==> src/rtl/alu_arbiter.sv <==
`default_nettype none
// ============================================================================
// Module   : alu_arbiter
// Brief    : Shares one combinational ALU between two valid/ready requesters.
//            Define ALU_ARB_ROUND_ROBIN_EN for round-robin, else fixed priority.
// Revision : 1.0 - initial release
// ============================================================================
module alu_arbiter #(
    parameter int WIDTH  = 16,
    parameter int CTRL_W = 4
) (
    input  logic              clk,
    input  logic              rst,
    input  logic              req0_valid,
    input  logic              req1_valid,
    output logic              req0_ready,
    output logic              req1_ready,
    input  logic [WIDTH-1:0]  req0_src1,
    input  logic [WIDTH-1:0]  req0_src2,
    input  logic [WIDTH-1:0]  req1_src1,
    input  logic [WIDTH-1:0]  req1_src2,
    input  logic [CTRL_W-1:0] req0_op,
    input  logic [CTRL_W-1:0] req1_op,
    output logic              rsp0_valid,
    output logic              rsp1_valid,
    input  logic              rsp0_ready,
    input  logic              rsp1_ready,
    output logic [WIDTH:0]    rsp_result,
    output logic              rsp_zero,
    output logic              rsp_err,
    output logic [WIDTH-1:0]  alu_src1,
    output logic [WIDTH-1:0]  alu_src2,
    output logic [CTRL_W-1:0] alu_ctrl,
    input  logic [WIDTH:0]    alu_result,
    input  logic              alu_zero
);

    localparam logic [1:0] S_IDLE = 2'd0;
    localparam logic [1:0] S_EXEC = 2'd1;
    localparam logic [1:0] S_RESP = 2'd2;

    logic [1:0]        r_state;
    logic [1:0]        w_next_state;
    logic              r_owner;
    logic [WIDTH-1:0]  r_alu_src1;
    logic [WIDTH-1:0]  r_alu_src2;
    logic [CTRL_W-1:0] r_alu_ctrl;
    logic [WIDTH:0]    r_rsp_result;
    logic              r_rsp_zero;
    logic              r_rsp_err;
    logic              w_grant_any;
    logic              w_grant_sel;
    logic              w_op_legal;
    logic              w_rsp_take;

    assign w_grant_any = (r_state == S_IDLE) && (req0_valid || req1_valid);
    assign w_rsp_take  = r_owner ? rsp1_ready : rsp0_ready;

`ifdef ALU_ARB_ROUND_ROBIN_EN
    // r_last holds the most recent winner; on contention the other side wins.
    logic r_last;

    always_ff @(posedge clk or posedge rst) begin
        if (rst) begin
            r_last <= 1'b1;
        end else if (w_grant_any) begin
            r_last <= w_grant_sel;
        end
    end

    assign w_grant_sel = req1_valid && (!req0_valid || !r_last);
`else
    assign w_grant_sel = req1_valid && !req0_valid;
`endif

    always_comb begin
        case (r_alu_ctrl)
            CTRL_W'(0), CTRL_W'(1), CTRL_W'(2), CTRL_W'(6),
            CTRL_W'(7), CTRL_W'(8), CTRL_W'(12): w_op_legal = 1'b1;
            default:                             w_op_legal = 1'b0;
        endcase
    end

    always_ff @(posedge clk or posedge rst) begin
        if (rst) begin
            r_state <= S_IDLE;
        end else begin
            r_state <= w_next_state;
        end
    end

    always_comb begin
        w_next_state = r_state;
        case (r_state)
            S_IDLE:  if (req0_valid || req1_valid) w_next_state = S_EXEC;
            S_EXEC:  w_next_state = S_RESP;
            S_RESP:  if (w_rsp_take) w_next_state = S_IDLE;
            default: w_next_state = S_IDLE;
        endcase
    end

    // Ready is gated by rst so every output reads 0 while reset is held.
    always_comb begin
        req0_ready = 1'b0;
        req1_ready = 1'b0;
        rsp0_valid = 1'b0;
        rsp1_valid = 1'b0;
        if (!rst) begin
            case (r_state)
                S_IDLE: begin
                    req0_ready = req0_valid && !w_grant_sel;
                    req1_ready = w_grant_sel;
                end
                S_RESP: begin
                    rsp0_valid = !r_owner;
                    rsp1_valid = r_owner;
                end
                default: ;
            endcase
        end
    end

    always_ff @(posedge clk or posedge rst) begin
        if (rst) begin
            r_owner      <= 1'b0;
            r_alu_src1   <= '0;
            r_alu_src2   <= '0;
            r_alu_ctrl   <= '0;
            r_rsp_result <= '0;
            r_rsp_zero   <= 1'b0;
            r_rsp_err    <= 1'b0;
        end else begin
            if (w_grant_any) begin
                r_owner    <= w_grant_sel;
                r_alu_src1 <= w_grant_sel ? req1_src1 : req0_src1;
                r_alu_src2 <= w_grant_sel ? req1_src2 : req0_src2;
                r_alu_ctrl <= w_grant_sel ? req1_op   : req0_op;
            end
            if (r_state == S_EXEC) begin
                r_rsp_err    <= !w_op_legal;
                r_rsp_result <= w_op_legal ? alu_result : '0;
                r_rsp_zero   <= w_op_legal && alu_zero;
            end
        end
    end

    assign alu_src1   = r_alu_src1;
    assign alu_src2   = r_alu_src2;
    assign alu_ctrl   = r_alu_ctrl;
    assign rsp_result = r_rsp_result;
    assign rsp_zero   = r_rsp_zero;
    assign rsp_err    = r_rsp_err;

endmodule
`default_nettype wire

==> config.mk <==
export PLATFORM = sky130hd
export DESIGN_NAME = alu_arbiter
export DESIGN_NICKNAME = d
export VERILOG_FILES = /design/src/rtl/alu_arbiter.sv
export SDC_FILE = /design/constraint.sdc
export NUM_CORES = 1
export LEC_CHECK = 0
export BUFFER_PORTS_ARGS = -buffer_cell sky130_fd_sc_hd__buf_4
export CORE_ASPECT_RATIO = 1.25
export CORE_MARGIN = 5
export CORE_UTILIZATION = 40
export CTS_CLUSTER_SIZE = 16
export DETAILED_ROUTE_END_ITERATION = 16
export GPL_TIMING_DRIVEN = 1
export PLACE_DENSITY_LB_ADDON = 0.2
export REMOVE_ABC_BUFFERS = 1
export SLEW_MARGIN = 10
export SYNTH_ARGS = -nofsm -noshare
export SYNTH_HDL_FRONTEND = slang
export SYNTH_SLANG_ARGS = --single-unit
==> constraint.sdc <==
create_clock -name clk -period 2.62 [get_ports clk]
set_input_delay 0.524 -clock clk [delete_from_list [all_inputs] [get_ports clk]]
set_output_delay 0.524 -clock clk [all_outputs]
set_load 0.03 [all_outputs]
==> results of run 1 <==
[area by class of cell]
| type | count | share of cell area (%) |
|---|---|---|
| Multi-Input combinational cell | 108 | 30.6 |
| Timing Repair Buffer | 159 | 28.2 |
| Clock buffer | 13 | 3.91 |
| Sequential cell | 58 | 33.6 |
| Inverter | 2 | 0.174 |
| Tap cell | 90 | 2.61 |
| Clock inverter | 2 | 0.812 |
[path summary, 6_finish.rpt]
| kind | startpoint | to | slack (ns) | cells after the start |
|---|---|---|---|---|
| min | rst | alu_src1[1] | 0.12 | 2 |
| max in group asynchronous | rst | rsp_result[1] | 1.61 | 3 |
| max reg2reg | r_state[1] | alu_src2[13] | 0.70 | 4 |
| min in group clk | req0_valid | r_owner | 0.40 | 2 |
| max | r_state[1] | alu_src2[13] | 0.70 | 4 |
| min reg2reg | rsp_result[6] | rsp_result[6] | 0.51 | 1 |
[flip-flops by register name, indices dropped and copies added, names as in the netlist]
register / flops
rsp_zero: 1
alu_src1: 16
r_state: 2
rsp_err: 1
rsp_result: 17
alu_ctrl: 4
r_owner: 1
alu_src2: 16
[through the flow]
stage / total power [mW] / cell area [sq um] / setup TNS [ns]
global route: 5.53 / 4320 / 0
detailed placement: 4.43 / 4110 / 0
global placement: 4.38 / 4110 / 0
floorplan: 3.40 / 2770 / -2.43
CTS: 5.31 / 4320 / 0
finish: 5.24 / 4320 / 0
[kinds of logic after synthesis]
family	after synthesis	share of synthesized area [%]
mux	73	35.6
flops	58	49.8
compound gates	23	6.35
buf+inv	14	5.07
simple gates	12	3.13
[cell usage in the layout, fill, tap and decap left out, drive strengths merged, types with 2 or more instances in the layout]
cell type	synthesis	layout
dfrtp	58	58
a22o	18	18
mux2	72	72
inv	2	2
a21oi	3	3
and3	2	2
clkbuf	2	13
nand3b	2	2
buf	10	159
[layer usage]
layer	GRT usage, %	share of wire, %	vias up	wire [microns]
met2	26.3	49	115	3630
met5	0	0	-	0
li1	-	-	972	-
met3	6.25	10	9	756
met1	20.6	39	1002	2860
met4	5.01	1.4	0	102
[power breakdown]
part / switching [mW] / internal (mW)
registers: 0.273 / 1.32
clock network: 0.340 / 0.511
logic: 1.46 / 1.34
==> impl_metrics.tcl, run 1 <==
set metrics [dict create \
    status "finished, final reports clean" \
    firstDrtPassIters 4 \
    hold_violations 0 \
    clockBufferDepth 2 \
    synthCells 180 \
    layout-drive-gt1-share_pct 72.8 \
    ys.flop_type "dfrtp_1" \
    yosysTopAreaCellShare_pct 49.8 \
    wl_per_cell_microns 17.0 \
    clock-sinks 58 \
    fillers 583 \
    fin_cells 432 \
    die_w_microns 86.3 \
    power_density_nw_per_um2 1210 \
    gp_congestion 0.735 \
    crit_path_start_kind "register" \
    die_h_microns 105 \
    multiInputGateArea_sq_um 1320 \
    drc 0 \
    clock_latency_ns 0.33 \
    antenna_found_initial 0 \
    async_flop_share_pct 100 \
    yosys-top-cells-count "58 x dfrtp_1, 58 x mux2_4, 18 x a22o_1" \
    cts.reportedPaths.clkPinSlew_ns 0.07 \
    worstSetupPathType "reg -> reg" \
    grt_first_pass_wirelength_mm 11.7 \
    drtIter0Drc 39 \
    slew_viol_final 0 \
    cp.arrival_ns 2.13 \
    clockRootBuffer "clkbuf_8" \
    critPathTopFamily "compound AO/OA/AOI/OAI gates" \
    synth_area_leaders "dfrtp_1 50%, mux2_4 30%, a22o_1 5.4%, mux2_2 5.4%, buf_12 2.1%" \
    ys_ff_latch 58 \
    finClkSkew_ns 0.0107 \
    vias_per_cell 4.86 \
    pin_count 155 \
    fmax_mhz 522 \
    gr-total-overflow 0 \
    cts_hold_buf 0 \
    rows 34 \
    fin_util_pct 61.5 \
    ir_drop_mv 0.534 \
    yosys_warnings 0 \
    numCtsBuffers 9 \
    worstPathCellList "nor2_2 -> o21a_2 -> buf_4 -> mux2_2" \
    synth_top_area_cell "dfrtp_1" \
    fin_nets 434 \
    ant_nets 0 \
    crit_required_ns 2.84 \
    grt_pass1_vias 2294 \
    yosysSeqAreaShare_pct 49.8 \
    worst_slack_ns 0.704 \
    critPathMaxFanout 17 \
    rsz0062_at_grt "false" \
    cts_setup_buffers 0 \
    antenna_cells 0 \
    synth_cell_types 25 \
    syn2layout_area_growth_pct 48.1 \
    grt_max_degree 52 \
    slowest_stage "o21a_2" \
    period_minus_slack_ns 1.92 \
    worst-path-buf-inv 1 \
    dp.cells 417 \
    synth_area_sq_um 2910 \
    leakage_nw 2.22 \
    min_period_over_period_pct 73.1 \
    tightest_slew_ns 0.673 \
    crit_path_max_incr_delay_ns 0.55 \
    place_hpwl_mm 5.60 \
    slew-limit-headroom_pct 55.1 \
    pre_cts_ws_ns 0.643 \
    hold_class "in -> async" \
    cts_tree "done" \
    grt_usage_pct 16.5 \
    holdWs_ns 0.118 \
    vias 2098 \
    start_util_pct 41.5 \
    finalWirelength_mm 7.35 \
    seqCellArea_sq_um 1450 \
    maxCapViolations 0 \
    io_buffers 154 \
    die-area_sq_um 9100 \
    syn_area_per_cell_sq_um 16.2 \
    endpoint_kind "register" \
    synth_edf_count 0 \
    h-tree-depth 3 \
    core_sq_um 7020 \
    cts_resized 0 \
    finalSetupViolCount 0 \
]
(Power assumes the default switching activity.)
==> run 2, diff against run 1 <==
--- a/config.mk
+++ b/config.mk
@@ -5,6 +5,7 @@
 export SDC_FILE = /design/constraint.sdc
 export NUM_CORES = 1
 export LEC_CHECK = 0
+export ABC_AREA = 1
 export BUFFER_PORTS_ARGS = -buffer_cell sky130_fd_sc_hd__buf_4
 export CORE_ASPECT_RATIO = 1.25
 export CORE_MARGIN = 5
==> constraint.sdc (replaced) <==
create_clock -name clk -period 1.9 [get_ports clk]
set_input_delay 0.38 -clock clk [delete_from_list [all_inputs] [get_ports clk]]
set_output_delay 0.38 -clock clk [all_outputs]
set_load 0.03 [all_outputs]
==> impl_metrics.tcl, run 2 <==
set metrics [dict create \
    gr-total-overflow 0 \
    pre_cts_ws_ns 0.453 \
    io_buffers 154 \
    firstDrtPassIters 4 \
    largest_reg_flops 17 \
    die-area_sq_um 8720 \
    rows 34 \
    crit_required_ns 1.52 \
    crit_path_max_incr_delay_ns 0.41 \
    ir_drop_mv 0.925 \
    worstSetupPathType "reg -> out" \
    yosysSeqAreaShare_pct 52.3 \
    clockRootBuffer "clkbuf_8" \
    pwr-share-comb_pct 51.2 \
    hold_class "in -> async" \
    synth_cell_types 20 \
    cp.arrival_ns 1.36 \
    antenna_cells 0 \
    power_density_nw_per_um2 1620 \
    final_cell_mix "188 x nand2_1, 158 x buf_4, 58 x dfrtp_1, 39 x inv_1, 32 x o21ai_0" \
    p_int_mw 3.84 \
    critPathTopFamily "flip-flops" \
    antenna_found_initial 0 \
    fillers 631 \
    status "finished, final reports clean" \
    clockBufferDepth 2 \
    ys.flop_type "dfrtp_1" \
    cts_setup_buffers 0 \
    startpoint "r_state[1]" \
    maxCapViolations 0 \
    yosysTopAreaCellShare_pct 52.3 \
    r2r_slack_ns 0.45 \
    die_h_microns 103 \
    power_mw 6.91 \
    ys_ff_latch 58 \
    fin_util_pct 62.1 \
    pin_count 155 \
    clock_latency_ns 0.32 \
    h-tree-depth 3 \
    cts.reportedPaths.clkPinSlew_ns 0.07 \
    cts_tree "done" \
    finalWirelength_mm 7.35 \
    endpoint_kind "output pin" \
    gp_congestion 0.752 \
    ant_nets 0 \
    worstPathCellList "inv_2 -> nand2_1 -> a21oi_4 -> nand2_1 -> nor2_1 -> buf_4" \
    core_sq_um 6850 \
    synth_edf_count 0 \
    period_minus_slack_ns 1.74 \
    worst-path-stages 6 \
    switchingPower_mw 3.07 \
    min_period_over_period_pct 91.7 \
    yosys_warnings 0 \
    finClkSkew_ns 0.00721 \
    synth_top_area_cell "dfrtp_1" \
    slew-limit-headroom_pct 55.5 \
    numCtsBuffers 9 \
    vias_per_cell 4.53 \
    yosys-top-cells-count "188 x nand2_1, 58 x dfrtp_1, 40 x inv_1" \
    synth_area_sq_um 2780 \
    start_util_pct 40.5 \
    hold_violations 0 \
    finalSetupViolCount 0 \
    syn2layout_area_growth_pct 53.3 \
    yosysMostFrequentCell "nand2_1" \
    drc 0 \
    seqPwrFrac_pct 31.1 \
    clockPowerShare_pct 17.7 \
    worst-path-buf-inv 2 \
    worst_slack_ns 0.157 \
    drtIter0Drc 71 \
    fin_nets 628 \
    cts_resized 0 \
    timing.rr.end "alu_src2[7]" \
    syn_area_per_cell_sq_um 7.35 \
    vias 2840 \
    grt_first_pass_wirelength_mm 12.1 \
    grt_max_degree 59 \
    synthCells 378 \
    async_flop_share_pct 100 \
    slowest_stage "dfrtp_1" \
    layout_commonest_cell "nand2_1" \
    cts_hold_buf 0 \
    grt_pass1_vias 2721 \
    place_hpwl_mm 5.64 \
    crit_path_start_kind "register" \
    fmax_mhz 574 \
    grt_usage_pct 17.2 \
    reg2regPathDepth 7 \
    swShare_pct 44.5 \
    synth_area_leaders "dfrtp_1 52%, nand2_1 25%, o21ai_0 5.8%, inv_1 5.4%, nand3_1 3.4%" \
    layout-drive-gt1-share_pct 34.5 \
    wl_per_cell_microns 11.7 \
    crit_path_frequent_cell "nand2_1" \
    rsz0062_at_grt "false" \
    leakage_nw 2.46 \
    crit_end "req1_ready" \
    slew_viol_final 0 \
    r2r-start "r_state[1]" \
    critPathMaxFanout 4 \
    tightest_slew_ns 0.666 \
    clock-sinks 58 \
    die_w_microns 84.5 \
]
## run 2: cell count changes after synthesis, moves of 4 or more
| cell | change |
|---|---|
| inv_1 | +38 |
| inv_2 | +5 |
| o21ai_1 | +5 |
| o21ai_0 | +31 |
| a22o_1 | -18 |
| mux2_4 | -58 |
| mux2_2 | -14 |
| nor2_1 | +4 |
| buf_2 | +8 |
| nand3_1 | +19 |
| nand2_1 | +187 |
## run 2: tightest hold or removal path, stage by stage
cell and delay [ns]:
buf_4 0.13, inv_2 0.07, buf_12 0.28
## run 2: area by class of cell
| class | count | area, sq um | share of cell area, % |
|---|---|---|---|
| clock buffers | 11 | 141 | 3.32 |
| clock inverters | 5 | 77.6 | 1.82 |
| inverters | 46 | 173 | 4.06 |
| well taps | 90 | 113 | 2.65 |
| multi-input cells | 257 | 1070 | 25.2 |
| flip-flops and latches | 58 | 1450 | 34.1 |
| repair buffers | 160 | 1230 | 28.8 |
## run 2: worst min path at each step
stage,start,end,slack [ns],cells after the start
3_3_place_gp,alu_src2[2],alu_src2[2],0.46,2
5_1_grt,rst,r_state[0],0.17,3
3_5_place_dp,alu_src2[11],alu_src2[11],0.47,2
4_1_cts,rst,alu_src1[8],0.15,3
6_report,rst,alu_src1[8],0.15,3
2_1_floorplan,alu_result[0],rsp_result[0],0.52,2
## run 2: per-layer routing
layer  track usage [%]  share of wire (%)  wire, microns
met1              20.3                 40           2950
met2              28.4                 48           3560
met3              6.79                 11            792
met4              6.58               0.57             42
met5                 0                  0              0
## run 2: power groups by stage
stage          combinational, mW  sequential [mW]  clock (mW)
3_5_place_dp                3.60             2.15           0
6_report                    3.53             2.15        1.23
4_1_cts                     3.60             2.15        1.27
5_1_grt                     3.87             2.21        1.32
2_1_floorplan               1.08             3.17           0
3_3_place_gp                3.55             2.14           0
## run 2: kinds of logic (layout without fill, tap and decap cells)
kind of cell           after synthesis  count (layout)  synth area share [%]
DFF                                 58              58                  52.3
and+or+nand+nor                    218             218                  31.2
buffers and inverters               63             222                  9.33
AOI/OAI and AO/OA                   39              39                  7.17
## run 2: stage by stage
step                hold slack [ns]  instance area [sq um]  instances  TNS (ns)
finish                        0.148                   4260        627         0
global route                  0.169                   4260        627         0
CTS                           0.146                   4260        627         0
detailed placement            0.466                   4040        611         0
global placement              0.462                   4040        611         0
floorplan                     0.518                   2690        361     -7.25
